==> src/rtl/flash_boot_loader_if.sv <==
// flash_boot_loader_if: SPI flash pins and data-memory write port of the boot loader
interface flash_boot_loader_if;
  logic        spi_sck_o;
  logic        spi_cs_no;
  logic        spi_mosi_o;
  logic        spi_miso_i;
  logic        mem_write_o;
  logic [3:0]  mem_be_sel_o;
  logic [12:0] mem_addr_o;
  logic [31:0] mem_data_o;
  modport master (
    output spi_sck_o, spi_cs_no, spi_mosi_o, mem_write_o, mem_be_sel_o, mem_addr_o, mem_data_o,
    input  spi_miso_i
  );
  modport slave (
    input  spi_sck_o, spi_cs_no, spi_mosi_o, mem_write_o, mem_be_sel_o, mem_addr_o, mem_data_o,
    output spi_miso_i
  );
endinterface

==> src/rtl/flash_boot_loader.sv <==
// flash_boot_loader: copies NUM_BYTES from SPI flash (READ 0x03) into the byte-enabled data memory
module flash_boot_loader #(
  parameter int          NUM_BYTES  = 8192,
  parameter logic [23:0] FLASH_BASE = 24'h000000,
  parameter int          SCK_DIV    = 2
) (
  input  logic                clk_i,
  input  logic                rst_ni,
  input  logic                start_i,
  flash_boot_loader_if.master bus,
  output logic                busy_o,
  output logic                done_o
);
  localparam int DW = (SCK_DIV > 1) ? $clog2(SCK_DIV) : 1;
  localparam logic [DW-1:0] DIV_LAST = DW'(SCK_DIV - 1);
  localparam logic [7:0] CMD_READ = 8'h03;
  localparam logic [13:0] K_LAST = 14'(NUM_BYTES - 1);
  typedef enum logic [2:0] {IDLE, CMD, ADDR, DATA, DONE} state_t;
  state_t r_state, w_state;
  logic [DW-1:0] r_div, w_div;
  logic r_sck, w_sck, r_cs_n, w_cs_n, r_mosi, w_mosi;
  logic [31:0] r_tx, w_tx;
  logic [4:0] r_cnt, w_cnt;
  logic [7:0] r_rx, w_rx;
  logic r_pend, w_pend, r_last, w_last;
  logic [13:0] r_k, w_k;
  logic r_wr, w_wr;
  logic [3:0] r_be, w_be;
  logic [12:0] r_addr, w_addr;
  logic [31:0] r_data, w_data;
  logic r_busy, w_busy, r_done, w_done;
  logic w_act, w_exp, w_go, w_rise, w_fall, w_stop;
  assign w_act  = (r_state == CMD) || (r_state == ADDR) || (r_state == DATA);
  assign w_exp  = w_act && (r_div == DIV_LAST);
  assign w_go   = start_i && ((r_state == IDLE) || (r_state == DONE));
  assign w_rise = w_exp && !r_sck && !r_last;
  assign w_fall = w_exp && r_sck;
  assign w_stop = w_exp && !r_sck && r_last;
  // next-state and output logic: SCK half-period engine, shifters, byte writer
  always_comb begin
    w_state = r_state;
    w_div   = (w_act && !w_exp) ? r_div + 1'b1 : '0;
    w_sck   = r_sck;
    w_cs_n  = r_cs_n;
    w_mosi  = r_mosi;
    w_tx    = r_tx;
    w_cnt   = r_cnt;
    w_rx    = r_rx;
    w_pend  = r_pend;
    w_last  = r_last;
    w_k     = r_k;
    w_wr    = 1'b0;
    w_be    = r_be;
    w_addr  = r_addr;
    w_data  = r_data;
    w_busy  = r_busy;
    w_done  = r_done;
    if (w_go) begin
      w_state = CMD;
      w_div   = '0;
      w_sck   = 1'b0;
      w_cs_n  = 1'b0;
      w_mosi  = CMD_READ[7];
      w_tx    = {CMD_READ[6:0], FLASH_BASE, 1'b0};
      w_cnt   = '0;
      w_pend  = 1'b0;
      w_last  = 1'b0;
      w_k     = '0;
      w_busy  = 1'b1;
      w_done  = 1'b0;
    end
    if (w_rise) begin
      w_sck = 1'b1;
      w_cnt = r_cnt + 5'd1;
      w_rx  = (r_state == DATA) ? {r_rx[6:0], bus.spi_miso_i} : r_rx;
      if (r_state == CMD && r_cnt == 5'd7) begin
        w_state = ADDR;
        w_cnt   = '0;
      end
      if (r_state == ADDR && r_cnt == 5'd23) begin
        w_state = DATA;
        w_cnt   = '0;
      end
      if (r_state == DATA && r_cnt == 5'd7) begin
        w_cnt  = '0;
        w_pend = 1'b1;
        w_last = (r_k == K_LAST);
      end
    end
    if (w_fall) begin
      w_sck  = 1'b0;
      w_mosi = (r_state != DATA) && r_tx[31];
      w_tx   = {r_tx[30:0], 1'b0};
    end
    if (w_stop) begin
      w_state = DONE;
      w_cs_n  = 1'b1;
      w_mosi  = 1'b0;
      w_last  = 1'b0;
      w_busy  = 1'b0;
      w_done  = 1'b1;
    end
    if (r_pend) begin
      w_pend = 1'b0;
      w_wr   = 1'b1;
      w_addr = r_k[12:0];
      w_be   = 4'b0001 << r_k[1:0];
      w_data = {4{r_rx}};
      w_k    = r_k + 14'd1;
    end
  end
  // state and datapath registers, cleared immediately by rst_ni
  always_ff @(posedge clk_i or negedge rst_ni) begin
    if (!rst_ni) begin
      r_state <= IDLE;
      r_div   <= '0;
      r_sck   <= 1'b0;
      r_cs_n  <= 1'b1;
      r_mosi  <= 1'b0;
      r_tx    <= '0;
      r_cnt   <= '0;
      r_rx    <= '0;
      r_pend  <= 1'b0;
      r_last  <= 1'b0;
      r_k     <= '0;
      r_wr    <= 1'b0;
      r_be    <= '0;
      r_addr  <= '0;
      r_data  <= '0;
      r_busy  <= 1'b0;
      r_done  <= 1'b0;
    end else begin
      r_state <= w_state;
      r_div   <= w_div;
      r_sck   <= w_sck;
      r_cs_n  <= w_cs_n;
      r_mosi  <= w_mosi;
      r_tx    <= w_tx;
      r_cnt   <= w_cnt;
      r_rx    <= w_rx;
      r_pend  <= w_pend;
      r_last  <= w_last;
      r_k     <= w_k;
      r_wr    <= w_wr;
      r_be    <= w_be;
      r_addr  <= w_addr;
      r_data  <= w_data;
      r_busy  <= w_busy;
      r_done  <= w_done;
    end
  end
  assign bus.spi_sck_o    = r_sck;
  assign bus.spi_cs_no    = r_cs_n;
  assign bus.spi_mosi_o   = r_mosi;
  assign bus.mem_write_o  = r_wr;
  assign bus.mem_be_sel_o = r_be;
  assign bus.mem_addr_o   = r_addr;
  assign bus.mem_data_o   = r_data;
  assign busy_o           = r_busy;
  assign done_o           = r_done;
endmodule

==> src/flat_wrapper.sv <==
// flat-port wrapper written by rule: the top's interface ports become plain ports
module flash_boot_loader_flat 
#(
  parameter int          NUM_BYTES  = 8192,
  parameter logic [23:0] FLASH_BASE = 24'h000000,
  parameter int          SCK_DIV    = 2
)
  (clk_i, rst_ni, start_i, busy_o, done_o, bus_spi_sck_o, bus_spi_cs_no, bus_spi_mosi_o, bus_mem_write_o, bus_mem_be_sel_o, bus_mem_addr_o, bus_mem_data_o, bus_spi_miso_i);
  flash_boot_loader_if bus_i ();
  input  logic clk_i;
  input  logic rst_ni;
  input  logic start_i;
  output logic busy_o;
  output logic done_o;
  output wire logic [$bits(bus_i.spi_sck_o)-1:0] bus_spi_sck_o;
  output wire logic [$bits(bus_i.spi_cs_no)-1:0] bus_spi_cs_no;
  output wire logic [$bits(bus_i.spi_mosi_o)-1:0] bus_spi_mosi_o;
  output wire logic [$bits(bus_i.mem_write_o)-1:0] bus_mem_write_o;
  output wire logic [$bits(bus_i.mem_be_sel_o)-1:0] bus_mem_be_sel_o;
  output wire logic [$bits(bus_i.mem_addr_o)-1:0] bus_mem_addr_o;
  output wire logic [$bits(bus_i.mem_data_o)-1:0] bus_mem_data_o;
  input wire logic [$bits(bus_i.spi_miso_i)-1:0] bus_spi_miso_i;
  assign bus_spi_sck_o = bus_i.spi_sck_o;
  assign bus_spi_cs_no = bus_i.spi_cs_no;
  assign bus_spi_mosi_o = bus_i.spi_mosi_o;
  assign bus_mem_write_o = bus_i.mem_write_o;
  assign bus_mem_be_sel_o = bus_i.mem_be_sel_o;
  assign bus_mem_addr_o = bus_i.mem_addr_o;
  assign bus_mem_data_o = bus_i.mem_data_o;
  assign bus_i.spi_miso_i = bus_spi_miso_i;
  flash_boot_loader #(.NUM_BYTES(NUM_BYTES), .FLASH_BASE(FLASH_BASE), .SCK_DIV(SCK_DIV)) u_core (.clk_i(clk_i), .rst_ni(rst_ni), .start_i(start_i), .bus(bus_i), .busy_o(busy_o), .done_o(done_o));
endmodule
==> config.mk <==
export PLATFORM = sky130hd
export DESIGN_NAME = flash_boot_loader_flat
export DESIGN_NICKNAME = d
export VERILOG_FILES = /design/src/rtl/flash_boot_loader_if.sv /design/src/rtl/flash_boot_loader.sv /design/src/flat_wrapper.sv
export SDC_FILE = /design/constraint.sdc
export NUM_CORES = 1
export LEC_CHECK = 0
export BUFFER_PORTS_ARGS = -buffer_cell sky130_fd_sc_hd__buf_2
export CORE_ASPECT_RATIO = 1.4
export CORE_MARGIN = 2
export CORE_UTILIZATION = 55
export DETAILED_ROUTE_END_ITERATION = 8
export PLACE_DENSITY_LB_ADDON = 0.08
export SYNTH_ARGS = -nofsm -noshare
export SYNTH_HDL_FRONTEND = slang
export SYNTH_SLANG_ARGS = --single-unit
==> constraint.sdc <==
create_clock -name clk_i -period 3.65 [get_ports clk_i]
set_clock_uncertainty 0.2 [all_clocks]
set_input_delay 0.365 -clock clk_i [delete_from_list [all_inputs] [get_ports clk_i]]
set_output_delay 0.365 -clock clk_i [all_outputs]
set_load 0.01 [all_outputs]
; Yosys cells after proc, flatten, opt, wreduce, memory -nomap -nowiden
; Cells that the tools add are included.
[word_totals]
inputBits = 4
mem_bits_rw = 0
mem_bits_ro = 0
regBits = 120
mem_count = 0
word_cells = 87
output_inout_bits = 55
latch_bits = 0
[classes]
addsub = 3
multipliers = 0
bitwise_logic = 0
shift = 1
order_cmp = 0
eq_ne = 8
n_reduce_logical = 25
muxes = 33
div = 0
[ops]
columns = operator, count
row1 = 2-to-1 mux 32 bit, 2
row2 = 2-to-1 mux 14 bit, 2
row3 = 2-to-1 mux 5 bit, 5
row4 = 2-to-1 mux 1 bit, 19
row5 = 2-to-1 mux 3 bit, 5
row6 = "adder 14 x 1 -> 14 bit, second input constant", 1
row7 = "== test 14 x 13 -> 1 bit, second input constant", 1
row8 = logical AND 1 bit, 11
row9 = nonzero test 2 bit, 4
row10 = "== test 3 x 2 -> 1 bit, second input constant", 2
row11 = nonzero test 3 bit, 2
row12 = "adder 5 x 1 -> 5 bit, second input constant", 1
row13 = "== test 5 x 3 -> 1 bit, second input constant", 1
row14 = "== test 5 bit, second input constant", 1
row15 = "left shift 1 x 2 -> 4 bit, first input constant", 1
row16 = "== test 3 x 1 -> 1 bit, second input constant", 1
row17 = "== test 3 bit, second input constant", 1
row18 = zero test 1 bit, 3
row19 = zero test 3 bit, 1
row20 = logical OR 1 bit, 3
row21 = "inequality test 3 x 2 -> 1 bit, second input constant", 1
row22 = AND reduction 2 bit, 1
row23 = "adder 1 bit, second input constant", 1

; Longest topological paths before layout
[logic_depth]
depth_word = 8
depth_mapped = 6

; Least setup slack after synthesis
; OpenSTA, ideal clock, no wires.
[synth_path]
path_kind = reg2reg
start = register u_core.r_sck (netlist: u_core.bus.spi_sck_o)
end = register u_core.r_rx[0]
path_stages_with_launch = 5
n_path_buf = 1
path_slack_ps = 1694
arrival_ps = 1631
path_cell_list = dfrtp_1 -> or4b_1 -> buf_2 -> nor2_4 -> mux2_2
[synth_via]
elab_chain_len = 4
[synth_rtl]
columns = item, line
row1 = from (decl), flash_boot_loader.sv:21  ; logic r_sck, w_sck, r_cs_n, w_cs_n, r_mosi, w_mosi;
row2 = from (signal assigned), flash_boot_loader.sv:135  ; r_sck <= w_sck;
row3 = zero test 1 bit, flash_boot_loader.sv:36  ; assign w_rise = w_exp && !r_sck && !r_last;
row4 = logical AND 1 bit (2 in a row), flash_boot_loader.sv:36
row5 = AND reduction 2 bit (no source line), --
row6 = to (signal assigned), flash_boot_loader.sv:140  ; r_rx <= w_rx;
row7 = to (decl), flash_boot_loader.sv:24  ; logic [7:0] r_rx, w_rx;
; Every way passes these cells.
; A chain may end at the register's enable or synchronous reset.

; Worst setup path after layout
[layout_path]
start = register u_core.r_pend
end = register u_core.r_k[11]
[layout_via]
elab_chain_len = 1
[layout_rtl]
columns = item, line
row1 = from (decl), flash_boot_loader.sv:25  ; logic r_pend, w_pend, r_last, w_last;
row2 = from (signal assigned), flash_boot_loader.sv:141  ; r_pend <= w_pend;
row3 = 2-to-1 mux 14 bit or nonzero test 2 bit (tied branches), --
row4 = to (signal assigned), flash_boot_loader.sv:143  ; r_k <= w_k;
row5 = to (decl), flash_boot_loader.sv:26  ; logic [13:0] r_k, w_k;
; Several ways; a longest one is shown, not always the timed one.

==> results.py <==
metrics = {
    "sta": {
        "setup_viol": 0,
        "slew_viol_final": 0,
        "worst_pin_slew_ns": 0.7840,
        "rsz0062_at_grt": "no",
        "hold_viol": 0,
        "fmax_mhz": 472.3,
        "fin_setup_tns_ns": 0,
        "period_share_pct": 58.01,
        "relSlewSlack_pct": 47.54,
        "period_needed_ns": 2.117,
        "final.setup.worst_slack_ns": 1.533,
    },
    "critical_path": {
        "worstPathMaxFanout": 22,
        "required_ns": 3.67,
        "slowest_delay_ns": 0.86,
        "path_cells": "and4_1, nand4_1, o211ai_1, o31ai_1",
        "crit_path_start_kind": "flop",
        "critPathKind": "flop to flop",
        "path_buf_inv": 0,
        "critical_path.slowest_cell": "dfrtp_1",
        "end_kind": "flop",
        "crit_arrival_ns": 2.14,
        "cpLargestDelayFamily": "flip-flops",
    },
    "yosys": {
        "synth_xor_xnor_area_share_pct": 0,
        "synth_edf_count": 0,
        "yosysWarnings": 0,
        "ys_ff_latch": 71,
        "synth_top_family_by_area": "simple AND/OR/NAND/NOR gates",
        "async_flop_share_pct": 100.0,
        "synth-simple-area-share_pct": 14.82,
        "synth_adder_area_share_pct": 1.939,
        "avgSynthCellArea_sq_um": 11.01,
        "syn_nets": 302,
        "synth_seq_area_share_pct": 55.12,
        "syn-instance-count": 293,
        "yosys-mux-area-fraction_pct": 11.44,
        "synth.distinct_cells": 43,
        "syn_area_sq_um": 3226,
        "ys.flop_type": "dfrtp_1",
        "synth-compound-area-share_pct": 8.728,
    },
    "cts": {
        "cts.clk_slew.worst_paths_ns": 0.08,
        "cts_tree": "yes",
        "clockBufferDepth": 2,
        "clkSinkCount": 71,
        "cts-root-buf": "clkbuf_8",
        "cts_buffers": 9,
        "clk_latency_ns": 0.34,
        "h-tree-depth": 3,
    },
    "pwr": {
        "vdd_drop_max_mv": 0.3170,
        "total_power_mw": 2.085,
        "p_leak_nw": 1.850,
        "power_density_nw_per_um2": 574.9,
    },
    "layout": {
        "syn2layout_area_growth_pct": 12.45,
        "drive_above_1_share_pct": 34.72,
        "nets": 341,
        "layout_common_cells": "70 x dfrtp_1, 58 x buf_2, 34 x nand2_1",
        "diodes": 0,
        "layout_commonest_cell": "dfrtp_1",
        "fin_cells": 407,
        "finalInstanceArea_sq_um": 3627,
    },
    "floorplan": {
        "fp.dieW_microns": 68.73,
        "core_sq_um": 5781,
        "fp-row-count": 33,
        "io_pins": 59,
        "die_y_microns": 94.61,
        "initial_core_util_pct": 55.80,
        "dieArea_sq_um": 6502,
    },
    "global_route": {
        "antenna_found_initial": 0,
        "grt_pass1_vias": 2102,
        "grt_max_degree": 28,
        "globalRouteOverflowTotal": 0,
        "grt.total_usage_pct": 19.87,
        "grt_pass1_wl_microns": 9597,
    },
    "placed_design": {
        "dp_hpwl_microns": 4031,
        "io_buffer_count": 58,
        "pre_cts_ws_ns": 1.537,
        "dpl_cell_area_sq_um": 3411,
        "gp_congestion": 0.8343,
        "dp_cells": 390,
    },
    "routing": {
        "dr.pass1.iters": 4,
        "postRouteAntennaNets": 0,
        "num_vias": 2190,
        "drc": 0,
        "wl_per_cell_microns": 14.10,
        "wirelength_microns": 5740,
        "via_per_inst": 5.381,
        "drt_iter0_drc": 103,
    },
    "outcome": {
        "status": "complete, no violations",
    },
    "min_path": {
        "hold_class": "input port to flop",
    },
    "run": {
        "drv_cap": 0,
    },
}
==> metrics by stage <==
step | utilization (%) | hold slack [ns]
after global placement | 59.00 | 0.2037
final | 62.75 | 0.05950
after detailed placement | 59.00 | 0.2107
after CTS | 62.75 | 0.04248
after floorplan | - | -0.1306
after global routing | 62.75 | 0.04677
==> area by class of cell <==
cell class	count	area, sq um
fillers	484	2153
flip-flops and latches	71	1778
multi-input cells	178	1191
repair buffers	63	330.3
clock buffers	10	137.6
well taps	70	87.58
clock inverters	6	68.82
inverters	9	33.78
==> synth_stat cells (2+ instances only) <==
cell	n	share of area [%]
a21oi_1	5	0.78
and3_1	2	0.39
buf_1	3	0.35
buf_4	24	5.6
clkbuf_1	7	0.81
dfrtp_1	70	54
ha_1	5	1.9
inv_1	9	1.0
mux2_2	31	11
mux2i_1	2	0.62
nand2_1	34	4.0
nand3_1	12	1.9
nand3b_1	2	0.47
nand4_1	7	1.4
nor2_1	17	2.0
nor3_1	5	0.78
o211ai_1	4	0.93
o21a_1	2	0.47
o21ai_0	23	3.6
o31ai_1	5	1.2
or3b_2	2	0.54
==> state kept, by name, indices dropped and copies added (netlist names), 3 cells and up <==
register	flops
u_core.r_state	3
u_core.r_tx	7
u_core.bus.mem_be_sel_o	4
u_core.r_cnt	5
u_core.r_rx	8
u_core.bus.mem_addr_o	13
u_core.bus.mem_data_o	8
u_core.r_k	14
==> kinds of logic (layout without fill, tap and decap cells) <==
| family | count (synthesis) | after routing |
|---|---|---|
| fa+ha+maj | 5 | 5 |
| mux | 33 | 33 |
| flops | 71 | 71 |
| compound gates | 46 | 46 |
| buf+inv | 44 | 88 |
| simple gates | 94 | 94 |
==> repair_timing <==
| action | 4_1_cts | 5_1_grt |
|---|---|---|
| endpoints found under the setup margin | 0 | 0 |
| buffers inserted | 0 | 0 |
| hold buffers | 1 | 0 |
| gates resized for setup | 0 | 0 |
| endpoints found under the hold margin | 24 | 0 |
==> layer usage <==
metal	GRT usage (%)	part of all wire [%]	wire, microns	vias up
met5	0	0	0	-
met4	8.824	1.4	78	0
met3	4.291	3.9	221	7
met2	31.89	51	2921	47
met1	25.48	44	2519	1051
li1	-	-	-	1085
==> power by group <==
group          total, mW  switching, mW  internal [mW]
combinational      0.398          0.231          0.167
clock              0.639          0.301          0.338
sequential          1.05          0.131          0.918
total               2.09          0.663           1.42
==> final timing paths <==
| kind | start | end | slack [ns] | depth (start not counted) |
|---|---|---|---|---|
| worst max-delay path | u_core.r_pend | u_core.r_k[11] | 1.53 | 4 |
| worst min-delay path | bus_spi_miso_i | u_core.r_rx[0] | 0.06 | 2 |
| worst max register to register | u_core.r_pend | u_core.r_k[11] | 1.53 | 4 |
| worst min register to register | u_core.bus.spi_cs_no | u_core.bus.spi_cs_no | 0.26 | 2 |
| max in group asynchronous | rst_ni | u_core.r_k[0] | 2.12 | 3 |
| min in group asynchronous | rst_ni | u_core.r_cnt[1] | 0.35 | 2 |
(Power assumes the default switching activity.)
